[config.mk]
export PLATFORM = sky130hd
export DESIGN_NAME = xarbiter_wrr_pkt_flat
export DESIGN_NICKNAME = d
export VERILOG_FILES = /design/src/rtl/xarbiter_wrr_pkt_pkg.sv /design/src/rtl/xarbiter_wrr_pkt_if.sv /design/src/rtl/xarbiter_wrr_pkt_rr_pick.sv /design/src/rtl/xarbiter_wrr_pkt.sv /design/src/flat_wrapper.sv
export SDC_FILE = /design/constraint.sdc
export NUM_CORES = 1
export LEC_CHECK = 0
export ABC_AREA = 1
export CORE_MARGIN = 2
export CORE_UTILIZATION = 46
export CTS_CLUSTER_DIAMETER = 50
export DETAILED_ROUTE_END_ITERATION = 16
export HOLD_SLACK_MARGIN = 0.1
export PLACE_DENSITY = 0.77
export RECOVER_POWER = 50
export SLEW_MARGIN = 20
export SYNTH_ARGS = -nofsm -noshare
export SYNTH_HDL_FRONTEND = slang
export SYNTH_HIERARCHICAL = 1
export SYNTH_SLANG_ARGS = --single-unit
[constraint.sdc]
create_clock -name clk -period 3.65 [get_ports clk]
set_input_delay 0.73 -clock clk [delete_from_list [all_inputs] [get_ports clk]]
set_output_delay 0.73 -clock clk [all_outputs]
set_load 0.02 [all_outputs]
[src/rtl/xarbiter_wrr_pkt_pkg.sv]
// xarb_pkg: shared types, constants and helpers for the packet-aware WRR arbiter
package xarb_pkg;
    typedef enum logic [1:0] {IDLE, PKT, HOLD} arb_st_e;
    localparam int WGT_MIN = 1;
    function automatic logic [4:0] onehot2bin(input logic [31:0] oh);
        logic [4:0] b;
        b = '0;
        for (int i = 0; i < 32; i++) b |= oh[i] ? 5'(i) : 5'd0;
        return b;
    endfunction
endpackage

[src/rtl/xarbiter_wrr_pkt_if.sv]
// xarbiter_wrr_pkt_if: requester/downstream handshake bundle seen by the arbiter
interface xarbiter_wrr_pkt_if #(
    parameter int REQ_N = 4,
    parameter int WGT_W = 4,
    parameter int ID_W  = $clog2(REQ_N)
);
    import xarb_pkg::*;
    logic [REQ_N-1:0]       req;
    logic [REQ_N-1:0]       last;
    logic [REQ_N*WGT_W-1:0] weight;
    logic                   ready;
    logic [REQ_N-1:0]       gnt;
    logic [ID_W-1:0]        gnt_id;
    logic                   busy;
    modport master (output req, last, weight, ready, input gnt, gnt_id, busy);
    modport slave  (input req, last, weight, ready, output gnt, gnt_id, busy);
endinterface

[src/rtl/xarbiter_wrr_pkt_rr_pick.sv]
// xarb_rr_pick: lowest requester inside the rotation mask, else lowest requester overall
module xarb_rr_pick
    import xarb_pkg::*;
#(
    parameter int REQ_N = 4
) (
    input  logic [REQ_N-1:0] req,
    input  logic [REQ_N-1:0] rr_mask,
    output logic [REQ_N-1:0] pick
);
    logic [REQ_N-1:0] masked, src;
    // Empty masked set wraps around to the full request vector.
    always_comb begin
        masked = req & rr_mask;
        src    = |masked ? masked : req;
        pick   = src & (~src + REQ_N'(1));
    end
endmodule

[src/rtl/xarbiter_wrr_pkt.sv]
// xarbiter_wrr_pkt: packet-locked weighted round-robin arbiter driving the crossbar select
module xarbiter_wrr_pkt
    import xarb_pkg::*;
#(
    parameter int REQ_N = 4,
    parameter int WGT_W = 4,
    localparam int ID_W = $clog2(REQ_N)
) (
    input logic clk,
    input logic rstn,
    xarbiter_wrr_pkt_if.slave bus
);
    arb_st_e          st, st_n;
    logic [ID_W-1:0]  owner, owner_n, gid;
    logic [WGT_W-1:0] credit, credit_n, wsel;
    logic [REQ_N-1:0] rr_mask, rr_mask_n, own_oh, above, rel, pick_mask, pick, gnt;
    logic             busy, own_req, forfeit, new_turn, fire, gl;

    // Requesters strictly above the current owner: the mask a forfeited turn rotates to.
    always_comb begin
        for (int i = 0; i < REQ_N; i++) above[i] = i > int'(owner);
    end

    // Requesters strictly above the granted index: the mask a normal release rotates to.
    always_comb begin
        for (int i = 0; i < REQ_N; i++) rel[i] = i > int'(gid);
    end

    // Turn status: a HOLD whose owner stopped requesting forfeits and re-arbitrates this cycle.
    always_comb begin
        own_oh    = REQ_N'(1) << owner;
        own_req   = bus.req[owner];
        forfeit   = (st == HOLD) && !own_req;
        new_turn  = (st == IDLE) || forfeit;
        pick_mask = forfeit ? above : rr_mask;
    end

    xarb_rr_pick #(.REQ_N(REQ_N)) u_pick (.req(bus.req), .rr_mask(pick_mask), .pick(pick));

    // Grant: round-robin on a new turn, otherwise locked to the owner (gated by req inside a packet).
    always_comb begin
        gnt  = !rstn ? '0 : new_turn ? pick : (st == PKT) ? own_oh & bus.req : own_oh;
        gid  = ID_W'(onehot2bin(32'(gnt)));
        fire = bus.ready && |gnt;
        wsel = bus.weight[gid*WGT_W +: WGT_W];
        gl   = bus.last[gid];
    end

    // Turn bookkeeping: load credit on a turn's first fire, spend one per extra packet, rotate on release.
    always_comb begin
        st_n      = forfeit ? IDLE : st;
        owner_n   = owner;
        credit_n  = credit;
        rr_mask_n = forfeit ? above : rr_mask;
        if (fire) begin
            owner_n   = gid;
            credit_n  = new_turn ? ((wsel > WGT_W'(WGT_MIN)) ? wsel - WGT_W'(WGT_MIN) : '0)
                      : (st == HOLD) ? credit - 1'b1 : credit;
            st_n      = !gl ? PKT : (credit_n != '0) ? HOLD : IDLE;
            rr_mask_n = (gl && credit_n == '0) ? rel : rr_mask_n;
        end
    end

    // State registers with synchronous active-low reset.
    always_ff @(posedge clk) begin
        if (!rstn) begin
            st      <= IDLE;
            owner   <= '0;
            credit  <= '0;
            rr_mask <= '1;
            busy    <= 1'b0;
        end else begin
            st      <= st_n;
            owner   <= owner_n;
            credit  <= credit_n;
            rr_mask <= rr_mask_n;
            busy    <= st_n != IDLE;
        end
    end

    assign bus.gnt    = gnt;
    assign bus.gnt_id = gid;
    assign bus.busy   = busy;

`ifndef SYNTHESIS
    logic [REQ_N-1:0] p_gnt, p_req, p_last;
    // Remember a stalled grant so the requester's hold obligation can be checked next cycle.
    always_ff @(posedge clk) begin
        p_gnt  <= (rstn && !bus.ready) ? gnt : '0;
        p_req  <= bus.req;
        p_last <= bus.last;
    end
    // Grant shape and requester stability checks.
    always_ff @(posedge clk) begin
        if (rstn) begin
            assert ($onehot0(gnt)) else $error("gnt not one-hot0: %b", gnt);
            assert (gnt == '0 || (bus.req & gnt) != '0) else $error("gnt without req: %b", gnt);
            assert (st != PKT || (gnt & ~own_oh) == '0) else $error("gnt leaves owner in PKT: %b", gnt);
            assert ((p_gnt & ((bus.req ^ p_req) | (bus.last ^ p_last))) == '0)
                else $error("req/last changed before fire");
        end
    end
`endif
endmodule

[src/flat_wrapper.sv]
// flat-port wrapper written by rule: the top's interface ports become plain ports
module xarbiter_wrr_pkt_flat import xarb_pkg::*;
#(
    parameter int REQ_N = 4,
    parameter int WGT_W = 4,
    localparam int ID_W = $clog2(REQ_N)
)
  (clk, rstn, bus_req, bus_last, bus_weight, bus_ready, bus_gnt, bus_gnt_id, bus_busy);
  xarbiter_wrr_pkt_if #(.REQ_N(REQ_N), .WGT_W(WGT_W)) bus_i ();
  input logic clk;
  input logic rstn;
  input wire logic [$bits(bus_i.req)-1:0] bus_req;
  input wire logic [$bits(bus_i.last)-1:0] bus_last;
  input wire logic [$bits(bus_i.weight)-1:0] bus_weight;
  input wire logic [$bits(bus_i.ready)-1:0] bus_ready;
  output wire logic [$bits(bus_i.gnt)-1:0] bus_gnt;
  output wire logic [$bits(bus_i.gnt_id)-1:0] bus_gnt_id;
  output wire logic [$bits(bus_i.busy)-1:0] bus_busy;
  assign bus_i.req = bus_req;
  assign bus_i.last = bus_last;
  assign bus_i.weight = bus_weight;
  assign bus_i.ready = bus_ready;
  assign bus_gnt = bus_i.gnt;
  assign bus_gnt_id = bus_i.gnt_id;
  assign bus_busy = bus_i.busy;
  xarbiter_wrr_pkt #(.REQ_N(REQ_N), .WGT_W(WGT_W)) u_core (.clk(clk), .rstn(rstn), .bus(bus_i));
endmodule
==> metrics.log <==
[metrics] result of the run: complete, but fails checks
[metrics] violated checks: negative setup slack
[metrics] distinct cell type count of the synthesized netlist: 31
[metrics] top-level port count: 34
[metrics] GRT Util Overall: ~25%
[metrics] share of flip-flops with an asynchronous set or reset: 0%
[metrics] filler cell count in the final layout: 258
[metrics] antenna violations before repair: 0
[metrics] number of synthesis warnings: 6
[metrics] total cell area at the placement stage: 2270 µm²
[metrics] grt total ovfl: 0
[metrics] Worst Path Class, Setup: in -> reg
[metrics] via count: roughly 1900
[metrics] layout-stage area growth over the synthesis result: 62.0%
[metrics] pin count of the biggest net entering global routing: 12
[metrics] worst-path cell with the longest stage delay: or2_4
[metrics] first-pass GRT wire length: around 7.2 mm
[metrics] Critical Path Fanout Max: 8
[metrics] share of synthesized area occupied by flip-flops and latches: between 10% and 20%
[metrics] peak supply drop: ~0.00078 V
[metrics] worst setup slack after placement: -0.692 ns
[metrics] Static Leak: 1.30 nW
[metrics] CTS clock-pin slew for the worst setup and hold paths: 0.07 ns
[metrics] # setup viols final: 2
[metrics] FMAX: ~270 MHz
[metrics] Final Worst Setup Slack: -0.0152 ns
[metrics] share of layout cells above drive strength 1: a little over two fifths
[metrics] Synth area leaders: dfxtp_1, nand2_1, inv_1
[metrics] number of enable flip-flop cells after synthesis: 0
[metrics] RSZ-0062 raised after global routing: true
[metrics] FF+latch count, synth: 13
[metrics] first-pass iteration count of the detailed router: 4
[metrics] standard-cell row count: 20
[metrics] most common library cells after synthesis: nand2_1, inv_1, nand3_1
[metrics] core area: 3100 µm²
[metrics] number of routed nets with antenna violations: 0
[metrics] Post-Synthesis Cell Area: 1530 µm²
[metrics] sink count of the clock tree: 13
[metrics] detailed router's first-iteration violation count: 82
[metrics] NumNets Final: around 370
[metrics] number of buffers inserted during clock tree synthesis: 3
[metrics] vias in the first global route: ~1800
[metrics] Wirelength per Cell: 13.3 µm
[metrics] vias per cell: 4.97
[metrics] worst hold margin: roughly 0.53 ns
[metrics] fraction of synthesized cell area taken by the top area cell type: about 17%
[metrics] period utilization: 100%
[metrics] transition time of the tightest slew-check pin: about 0.33 ns
[metrics] Max Slew Vio Count: 0
[metrics] initial cell density of the core: 49.4%
[metrics] max_cap viols: 0
[metrics] Antenna diodes: 0
[metrics] hold_buf cts: 0
[metrics] sum of net half-perimeters after detailed placement: between 3 and 4 mm
[metrics] Min-Delay Startpoint: u_core/credit[3]
[metrics] Rel. slew slack: ~80%
[metrics] library cell with the largest summed area after synthesis: dfxtp_1
[metrics] number of non-filler instances in the completed layout: approximately 380
[metrics] delay contributed by the slowest stage of the critical path: ~0.25 ns
[metrics] number of input and output port buffers inserted: 33
[metrics] number of placed instances, taps included: 360
[metrics] cell area after layout: ~2500 µm²
[metrics] final routed wirelength across all metal layers: about 5 mm
[metrics] required time of the worst setup path: between 3 and 4 ns
[metrics] nature of the critical path startpoint: input port
[metrics] Die Ht: approximately 62 µm
[metrics] width of the die: ~62 µm
[metrics] Max Buffers Root-to-Sink: 2
[metrics] maximum clock skew at final layout: between 0.0007 and 0.0008 ns
[metrics] Reg2Reg Launch Point: u_core/owner[1]
[metrics] Post-Syn Instances: 247
[metrics] # H-tree levels: 1
[metrics] ys flop type: dfxtp_1
[metrics] type of destination of the critical path: register
[metrics] most common cell in the netlist: nand2_1
[metrics] Die ar.: 3810 µm²
[metrics] placer congestion estimate: slightly below 0.9
[metrics] Avg Inst Size Synth: 6.20 µm²
[metrics] launching element of the worst setup path: bus_req[3]
[metrics] critical path arrival: approximately 3.9 ns
[metrics] CTS tree: yes
[metrics] Final Critical Period: roughly 3.7 ns
[metrics] final hold vios: 0
[metrics] detailed-route DRC error count: 0
[metrics] Synthesized Nets: between 200 and 300
[metrics] Most common cell on crit path: nand2_2
[metrics] power density normalized to cell area: between 1000 and 1500 nW/µm²
[metrics] insertion delay to the later sink of the worst-skew pair: ~0.27 ns
[metrics] buffer cell driving the clock tree root: clkbuf_4
[metrics] classification of the worst-slack hold path: reg -> reg
metrics by stage:
step | setup TNS (ns) | total power [mW] | util [%]
final | -0.0152 | 2.55 | 80.0
after floorplan | -0.00246 | 1.48 | -
after detailed placement | -8.54 | 2.13 | 73.0
after global placement | -7.25 | 2.09 | 73.0
after global routing | -1.33 | 2.74 | 80.0
after CTS | 0 | 2.42 | 77.8
registers in the layout, indices dropped and copies added (netlist names):
name	cells
u_core/owner	2
u_core/bus.busy	1
u_core/rr_mask	4
u_core/credit	4
u_core/st	2
logic make-up after synthesis:
| family | Yosys count | share of synthesized area (%) |
|---|---|---|
| simple gates | 148 | 54.2 |
| buf+inv | 54 | 15.0 |
| compound gates | 26 | 9.48 |
| flops | 13 | 17.0 |
| fa+ha+maj | 3 | 2.45 |
| xor+xnor | 2 | 1.14 |
| mux | 1 | 0.654 |
path summary, 6_finish.rpt:
check,depth (start not counted),slack [ns],to
max reg2reg,32,0.04,u_core/bus.busy
min reg2reg,2,0.53,u_core/credit[3]
max,34,-0.02,u_core/bus.busy
min,2,0.53,u_core/credit[3]
where the power goes:
part	total [mW]	internal (mW)	switching [mW]
Combinational	2.22	1.02	1.20
Clock	0.0872	0.0424	0.0448
Sequential	0.244	0.200	0.0434
repair_timing:
item | in CTS | in global routing
cloned | 0 | 0
resized for setup | 36 | 23
pin swaps | 28 | 23
setup buffers | 12 | 2
setup endpoints to repair | 16 | 13
routing by layer:
| metal | track usage [%] | up-vias | part of all wire (%) |
|---|---|---|---|
| met5 | 0 | - | 0 |
| met4 | 5.17 | 0 | 2.0 |
| met3 | 3.73 | 12 | 3.4 |
| met2 | 46.9 | 48 | 52 |
| met1 | 29.9 | 872 | 42 |
| li1 | - | 946 | - |
final cells by class:
class                      count  area, µm²  area share [%]
inverter                      49        186            7.51
clock buffer                   4       26.3            1.06
timing repair buffer          88        754            30.4
tap                           44       55.1            2.22
sequential                    13        262            10.5
multi-input combinational    180       1200            48.3
critical path: cells and delay by family:
kind            cells  cell delay (ns)
compound gates      2             0.34
buf+inv             5             0.35
fa+ha+maj           1             0.15
simple gates       26             2.29
placed cells by master (no fill, tap or decap), types with 2 or more instances in the layout:
master	instances
clkbuf_4	3
buf_6	6
nor3_1	2
nor2_1	13
a21oi_1	7
dfxtp_1	12
inv_1	39
dlygate4sd2_1	3
o21ai_2	5
nand2_1	49
inv_2	9
nor2_4	4
ha_4	2
o21ai_0	8
nand3_1	17
nand3_2	8
buf_4	52
clkbuf_2	2
xor2_1	2
nand3b_1	5
clkdlybuf4s50_1	22
nand3_4	7
nand2_4	5
o21ai_1	3
nor2_2	5
nand2_8	2
nand2_2	28
(Power assumes the default switching activity.)
